[src/rtl/tdc_meas_ctrl.sv]
// Measurement sequencer for the start/stop TDC channel pair: coarse period count plus fine codes.
// Define TDC_MEAS_STATS_EN to add the meas_cnt / timeout_cnt statistics outputs.
module tdc_meas_ctrl #(
  parameter int unsigned COARSE_W    = 10,
  parameter int unsigned FINE_W      = 5,
  parameter int unsigned TIMEOUT_CYC = 1000
) (
  input  logic                       clk,
  input  logic                       rst_n,
  input  logic                       arm,
  input  logic                       start_valid,
  input  logic                       stop_valid,
  input  logic [FINE_W-1:0]          fine_start,
  input  logic [FINE_W-1:0]          fine_stop,
  input  logic                       res_ready,
  output logic                       res_valid,
  output logic [COARSE_W+FINE_W-1:0] res_data,
  output logic                       res_timeout,
  output logic                       res_neg,
  output logic                       busy,
`ifdef TDC_MEAS_STATS_EN
  output logic [15:0]                meas_cnt,
  output logic [7:0]                 timeout_cnt,
`endif
  output logic [COARSE_W-1:0]        coarse_cnt
);

  localparam int unsigned DataW = COARSE_W + FINE_W;
  localparam int unsigned DiffW = DataW + 1;
  localparam logic [COARSE_W-1:0] TimeoutCnt = COARSE_W'(TIMEOUT_CYC);

  typedef enum logic [2:0] {
    StIdle,
    StArmed,
    StCount,
    StCalc,
    StOut
  } state_e;

  state_e              state_q, state_d;
  logic [COARSE_W-1:0] cnt_q, cnt_d;
  logic [FINE_W-1:0]   fine_start_q, fine_start_d;
  logic [FINE_W-1:0]   fine_stop_q, fine_stop_d;
  logic [DataW-1:0]    res_data_q, res_data_d;
  logic                res_timeout_q, res_timeout_d;
  logic                res_neg_q, res_neg_d;
  logic [DiffW-1:0]    diff;
  logic                handshake;

  // Two's complement interval with one guard bit; the MSB is the sign.
  assign diff = {1'b0, cnt_q, {FINE_W{1'b0}}}
              + {{(DiffW-FINE_W){1'b0}}, fine_start_q}
              - {{(DiffW-FINE_W){1'b0}}, fine_stop_q};

  assign handshake = (state_q == StOut) && res_ready;

  always_comb begin
    state_d       = state_q;
    cnt_d         = cnt_q;
    fine_start_d  = fine_start_q;
    fine_stop_d   = fine_stop_q;
    res_data_d    = res_data_q;
    res_timeout_d = res_timeout_q;
    res_neg_d     = res_neg_q;

    case (state_q)
      StIdle: begin
        if (arm) begin
          state_d = StArmed;
        end
      end

      StArmed: begin
        if (!arm) begin
          state_d = StIdle;
        end else if (start_valid) begin
          // A stop in the same cycle as the start is deliberately ignored.
          fine_start_d = fine_start;
          cnt_d        = '0;
          state_d      = StCount;
        end
      end

      StCount: begin
        if (stop_valid) begin
          // Stop beats a simultaneous timeout; the count freezes at this cycle's value.
          fine_stop_d = fine_stop;
          state_d     = StCalc;
        end else if (cnt_q == TimeoutCnt) begin
          res_data_d    = '1;
          res_timeout_d = 1'b1;
          res_neg_d     = 1'b0;
          state_d       = StOut;
        end else begin
          cnt_d = cnt_q + 1'b1;
        end
      end

      StCalc: begin
        res_timeout_d = 1'b0;
        if (diff[DiffW-1]) begin
          res_data_d = '0;
          res_neg_d  = 1'b1;
        end else begin
          res_data_d = diff[DataW-1:0];
          res_neg_d  = 1'b0;
        end
        state_d = StOut;
      end

      StOut: begin
        if (res_ready) begin
          res_timeout_d = 1'b0;
          res_neg_d     = 1'b0;
          state_d       = arm ? StArmed : StIdle;
        end
      end

      default: begin
        state_d = StIdle;
      end
    endcase
  end

  always_ff @(posedge clk or negedge rst_n) begin
    if (!rst_n) begin
      state_q       <= StIdle;
      cnt_q         <= '0;
      fine_start_q  <= '0;
      fine_stop_q   <= '0;
      res_data_q    <= '0;
      res_timeout_q <= 1'b0;
      res_neg_q     <= 1'b0;
    end else begin
      state_q       <= state_d;
      cnt_q         <= cnt_d;
      fine_start_q  <= fine_start_d;
      fine_stop_q   <= fine_stop_d;
      res_data_q    <= res_data_d;
      res_timeout_q <= res_timeout_d;
      res_neg_q     <= res_neg_d;
    end
  end

  assign res_valid   = (state_q == StOut);
  assign res_data    = res_data_q;
  assign res_timeout = res_timeout_q;
  assign res_neg     = res_neg_q;
  assign busy        = (state_q != StIdle);
  assign coarse_cnt  = cnt_q;

`ifdef TDC_MEAS_STATS_EN
  logic [15:0] meas_cnt_q;
  logic [7:0]  timeout_cnt_q;

  always_ff @(posedge clk or negedge rst_n) begin
    if (!rst_n) begin
      meas_cnt_q    <= '0;
      timeout_cnt_q <= '0;
    end else if (handshake) begin
      if (res_timeout_q) begin
        timeout_cnt_q <= timeout_cnt_q + 1'b1;
      end else begin
        meas_cnt_q <= meas_cnt_q + 1'b1;
      end
    end
  end

  assign meas_cnt    = meas_cnt_q;
  assign timeout_cnt = timeout_cnt_q;
`endif

endmodule

[config.mk]
export PLATFORM = sky130hd
export DESIGN_NAME = tdc_meas_ctrl
export DESIGN_NICKNAME = d
export VERILOG_FILES = /design/src/rtl/tdc_meas_ctrl.sv
export SDC_FILE = /design/constraint.sdc
export NUM_CORES = 1
export LEC_CHECK = 0
export CORE_MARGIN = 2
export CORE_UTILIZATION = 46
export CTS_CLUSTER_SIZE = 10
export DETAILED_ROUTE_END_ITERATION = 6
export PLACE_DENSITY = 0.7
export SYNTH_ARGS = -nofsm -noshare
export SYNTH_HDL_FRONTEND = slang
export SYNTH_SLANG_ARGS = --single-unit
[constraint.sdc]
create_clock -name clk -period 2.8 [get_ports clk]
set_input_delay 0.42 -clock clk [delete_from_list [all_inputs] [get_ports clk]]
set_output_delay 0.42 -clock clk [all_outputs]
set_load 0.005 [all_outputs]
Word level (Yosys, flattened, before mapping)
Cells that the tools add are included.
Storage, ports and cells
  register bits: 40
  input port bits: 16
  output and inout bits: 29
  word-level logic and storage cells: 60
Cells by class
  $add $sub $neg: 3
  equal/unequal tests: 14
  muxes and demuxes: 25
  reduce and logical (&&, ||, !) cells: 11
Operator list (count)
  15-bit 2-to-1 mux: 3
  10-bit 2-to-1 mux: 4
  15-bit one-hot mux with 2 select lines: 1
  10-bit one-hot mux with 2 select lines: 1
  3-bit 2-to-1 mux: 6
  15-bit by 5-bit adder with 16-bit output: 1
  16-bit by 5-bit subtractor with 16-bit output: 1
  3-bit one-hot mux with 5 select lines: 1
  2-bit != test, second input constant: 7
  10-bit by 1-bit adder with 10-bit output, second input constant: 1
  10-bit equality test, second input constant: 1
  4-bit AND reduction: 2
  1-bit 2-to-1 mux: 7
  3-bit by 2-bit equality test with 1-bit output, second input constant: 2
  3-bit != test, second input constant: 2
  1-bit one-hot mux with 3 select lines: 2
  3-bit AND reduction: 2
  3-bit nonzero test: 2
  5-bit AND reduction: 1
  2-bit nonzero test: 2
  3-bit by 1-bit equality test with 1-bit output, second input constant: 1
  3-bit equality test, second input constant: 1
  3-bit logical NOT: 1
  2-bit AND reduction: 1

Longest topological paths before layout
  word-level depth: 4
  gate-level depth with buffers: 9
  gate-level depth less buffers: 8

Least setup slack after synthesis
Ideal clock, no wire load.
  path kind: register to register
  from: register fine_start_q[2]
  to: register res_data_q[14] (netlist: res_data[14])
  library setup time: 0.082 ns
  data arrival time: 2.069 ns
  data required time: 2.718 ns
  slack: 0.649 ns
  stages on the path, launching flop included: 7
  period minus slack after synthesis: 2.151 ns
  path through: dfrtp_1 > ha_1 > nor2b_1 > o31a_1 > or4_4 > or3_1 > a31oi_1
On the way
  longest elaborated chain between the ends: 4
RTL lines
  start, declared: RTL line 42  | logic [FINE_W-1:0] fine_start_q, fine_start_d;
  start signal, assigned: RTL line 137  | fine_start_q <= fine_start_d;
  15-bit by 5-bit adder with 16-bit output: RTL line 52  | + {{(DiffW-FINE_W){1'b0}}, fine_start_q}
  16-bit by 5-bit subtractor with 16-bit output: RTL line 53  | - {{(DiffW-FINE_W){1'b0}}, fine_stop_q};
  15-bit 2-to-1 mux: RTL line 101  | if (diff[DiffW-1]) begin
  15-bit one-hot mux with 2 select lines: RTL line 66  | case (state_q)
  end signal, assigned: RTL line 139  | res_data_q <= res_data_d;
  end, declared: RTL line 44  | logic [DataW-1:0] res_data_q, res_data_d;
No other way between the ends.
A chain may end at the register's enable or synchronous reset.

Final worst setup path
  from: register state_q[2]
  to: output port res_valid
On the way
  longest elaborated chain between the ends: 1
RTL lines
  start, declared: RTL line 40  | state_e state_q, state_d;
  start signal, assigned: RTL line 127  | state_q <= StIdle;
  start signal, assigned: RTL line 135  | state_q <= state_d;
  3-bit equality test: RTL line 145  | assign res_valid = (state_q == StOut);
  end, declared: RTL line 16  | output logic res_valid,
No other way between the ends.

==> flow_metrics.env <==
export IMPL_clkTransAtPathRegs_ns=0.08
export IMPL_synth_nets=283
export IMPL_synth_cells=259
export IMPL_cts_setup_buffers=0
export IMPL_fillers=447
export IMPL_finalHoldViolations=0
export IMPL_fmax_ghz=0.4378
export IMPL_viasPerCell=5.326
export IMPL_power_density_nw_per_um2=1063
export IMPL_grt_overflow=0
export IMPL_grt_pass1_wl_um=8963
export IMPL_seq_area_frac_synth=0.4313
export IMPL_initial_core_util=0.4850
export IMPL_finalNonFillerCells=368
export IMPL_path_cells="inv_1 -> nor3_1 -> clkdlybuf4s50_1"
export IMPL_fin_util=0.6050
export IMPL_finalCriticalPeriod_ns=2.284
export IMPL_crit_cells=3
export IMPL_regArea_um2=1001
export IMPL_critPathArrivalTime_ns=1.86
export IMPL_dr_pass1_iters=4
export IMPL_cts_tree="done"
export IMPL_met2_usage=0.2973
export IMPL_r2r_start="fine_start_q[2]"
export IMPL_yosys_warnings=0
export IMPL_synth_edff_count=0
export IMPL_cts_buffer_depth=2
export IMPL_avgSynthCellArea_um2=8.961
export IMPL_drtAntennaViolNets=0
export IMPL_die_h_um=75.03
export IMPL_cts_resized=0
export IMPL_clock_latency_ns=0.30
export IMPL_cts_root_buf="clkbuf_8"
export IMPL_antennaDiodeCount=0
export IMPL_ys_types=51
export IMPL_top_usage_layer="met1"
export IMPL_rows=25
export IMPL_setup_worst_path_start_class="register"
export IMPL_vias=1960
export IMPL_drive_gt1_frac=0.08638
export IMPL_grt_pass1_vias=1840
export IMPL_end_kind="primary output"
export IMPL_routedWlPerCell_um=14.09
export IMPL_holdBufCountCts=0
export IMPL_syn2layout_area_growth_pct=24.74
export IMPL_slowest_stage="clkdlybuf4s50_1"
export IMPL_multi_input_area_um2=1200
export IMPL_met1_usage=0.3160
export IMPL_post_route_period_util=0.8159
export IMPL_die_x_um=75.03
export IMPL_yosys_area_share_simple=0.2458
export IMPL_port_buffers=44
export IMPL_synthArstFlopShare=1.000
export IMPL_yosys_area_share_adder=0.04636
export IMPL_max_cap_violations=0
export IMPL_synth_top_area_frac=0.4313
export IMPL_hpwl_um=3767
export IMPL_finalSetupViolCount=0
export IMPL_slew_headroom=0.4188
export IMPL_path_delay_family="buffers and inverters"
export IMPL_outcome="finished clean"
export IMPL_drc=0
export IMPL_antenna_found_initial=0
export IMPL_track_usage=0.2090
export IMPL_r2r_end="res_data[14]"
export IMPL_r2r_slack_ns=0.52
export IMPL_synth_compound_area_frac=0.1687
export IMPL_coreArea_um2=4786
export IMPL_fin_nets=324
export IMPL_synth_top_family_by_area="simple AND/OR/NAND/NOR gates"
export IMPL_cts_buffers=5
export IMPL_yosys_area_top_type="dfrtp_1"
export IMPL_drt_initial_drc_count=123
export IMPL_synthFlopType="dfrtp_1"
export IMPL_dpl_cell_count=360
export IMPL_critPathKind="register to primary output"
export IMPL_cpPeakStageDelay_ns=0.58
export IMPL_die_area_um2=5630
export IMPL_min_delay_path_class="input port to async pin"
export IMPL_worst_pin_slew_ns=0.8718
export IMPL_cp_data_required_time_ns=2.38
export IMPL_rsz0062_at_grt="false"
export IMPL_drv_slew=0
export IMPL_yosys_top_cells_area="dfrtp_1 43%, nand2_1 5.7%, nor2_1 4.2%"
export IMPL_gp_congestion=0.8478
export IMPL_boundaryPins=45
export IMPL_grtUsageMet3=0.04016
export IMPL_vdd_drop_max_mv=0.5096
export IMPL_crit_buf_inv=2
export IMPL_leakage_nw=1.262
export IMPL_fin_setup_tns_ns=0
export IMPL_grt_max_degree=41
export IMPL_wl_um=5184
export IMPL_synth_ff_latch_count=40
export IMPL_synthesis_area_um2=2321
export IMPL_clock_sinks=40
export IMPL_synth_area_mux_share=0.01833
export IMPL_synthXorXnorAreaFrac=0.03774
export IMPL_crit_fanout=11
export IMPL_reg2reg_depth=6
export IMPL_cts_max_level=2
export IMPL_clock_skew_final_ns=0.01043
cell type report:
class                      count  share of cell area
timing repair buffer          48              0.1608
clock inverter                 2            0.003457
tap                           67             0.02895
inverter                      14             0.01815
clock buffer                   6             0.02852
sequential                    40              0.3457
multi-input combinational    191              0.4144
power by group:
part / internal (mW) / switching [mW]
Sequential: 0.806 / 0.157
Combinational: 0.878 / 0.842
Clock: 0.197 / 0.199
Total: 1.88 / 1.20
metrics by stage:
stage          area [µm²]  power [mW]  setup WS (ns)  hold slack, ns
5_1_grt              2895       3.368         0.3056          0.3113
6_report             2895       3.078         0.5156          0.2382
4_1_cts              2895       3.103         0.5061          0.2754
3_5_place_dp         2803       2.699         0.5205          0.4702
3_3_place_gp         2803       2.673         0.5549          0.4707
2_1_floorplan        2321       2.090         0.6488          0.1244
cell families after synthesis:
kind of cell,count (synthesis)
and+or+nand+nor,111
AOI/OAI and AO/OA,58
DFF,40
buffers and inverters,28
xor gates and xnor gates,10
adders and majority gates,8
muxes,4
sequential cells by signal (all words and copies together) (netlist names):
register and count:
res_neg 1, fine_stop_q 5, coarse_cnt 10, res_data 15, state_q 3, fine_start_q 5
res_timeout 1
metal layers:
metal,vias up,part of all wire
met4,0,0.014
li1,988,-
met3,6,0.032
met5,-,0
met2,40,0.44
met1,926,0.51
worst register-to-register path, cell delays in order, from the launching register on:
cell and delay [ns]:
dfrtp_1 0.39, ha_1 0.36, nor2b_1 0.17, o31a_1 0.31, or4_4 0.51, or3_1 0.32, a31oi_1 0.16
cells in the mapped netlist, types with 4 or more instances:
library cell	number
dfrtp_1	40
nand2_1	35
nor2_1	26
o21ai_0	15
inv_1	14
a21oi_1	11
nor3_1	8
clkbuf_1	7
ha_1	7
xnor2_1	7
buf_2	6
a211oi_1	5
nor2b_1	5
o21a_1	5
or3_1	5
a31oi_1	4
and3_1	4
nand2b_1	4
nand3_1	4
cell usage in the layout (no fill, tap or decap), types with 3 or more instances in the layout:
cell type and instances:
clkdlybuf4s50_1 43, dfrtp_1 40, nand2_1 35, nor2_1 26, o21ai_0 15, inv_1 14, a21oi_1 11, nor3_1 8
xnor2_1 7, ha_1 7, clkbuf_8 6, or3_1 5, nor2b_1 5, o21a_1 5, a211oi_1 5, nand2b_1 4
nand3_1 4, a31oi_1 4, and3_1 4, buf_4 4, o31ai_1 3, nor4_1 3, a21o_1 3, xor2_1 3
worst max-delay path by stage:
| stage | from | end | slack (ns) |
|---|---|---|---|
| global route | coarse_cnt[1] | res_data[9] | 0.31 |
| finish | state_q[2] | res_valid | 0.52 |
| floorplan | fine_start_q[2] | res_data[14] | 0.65 |
| global placement | stop_valid | coarse_cnt[5] | 0.55 |
| detailed placement | arm | coarse_cnt[2] | 0.52 |
| CTS | state_q[2] | res_valid | 0.51 |
Note: power is estimated with default switching activity, not from simulation.
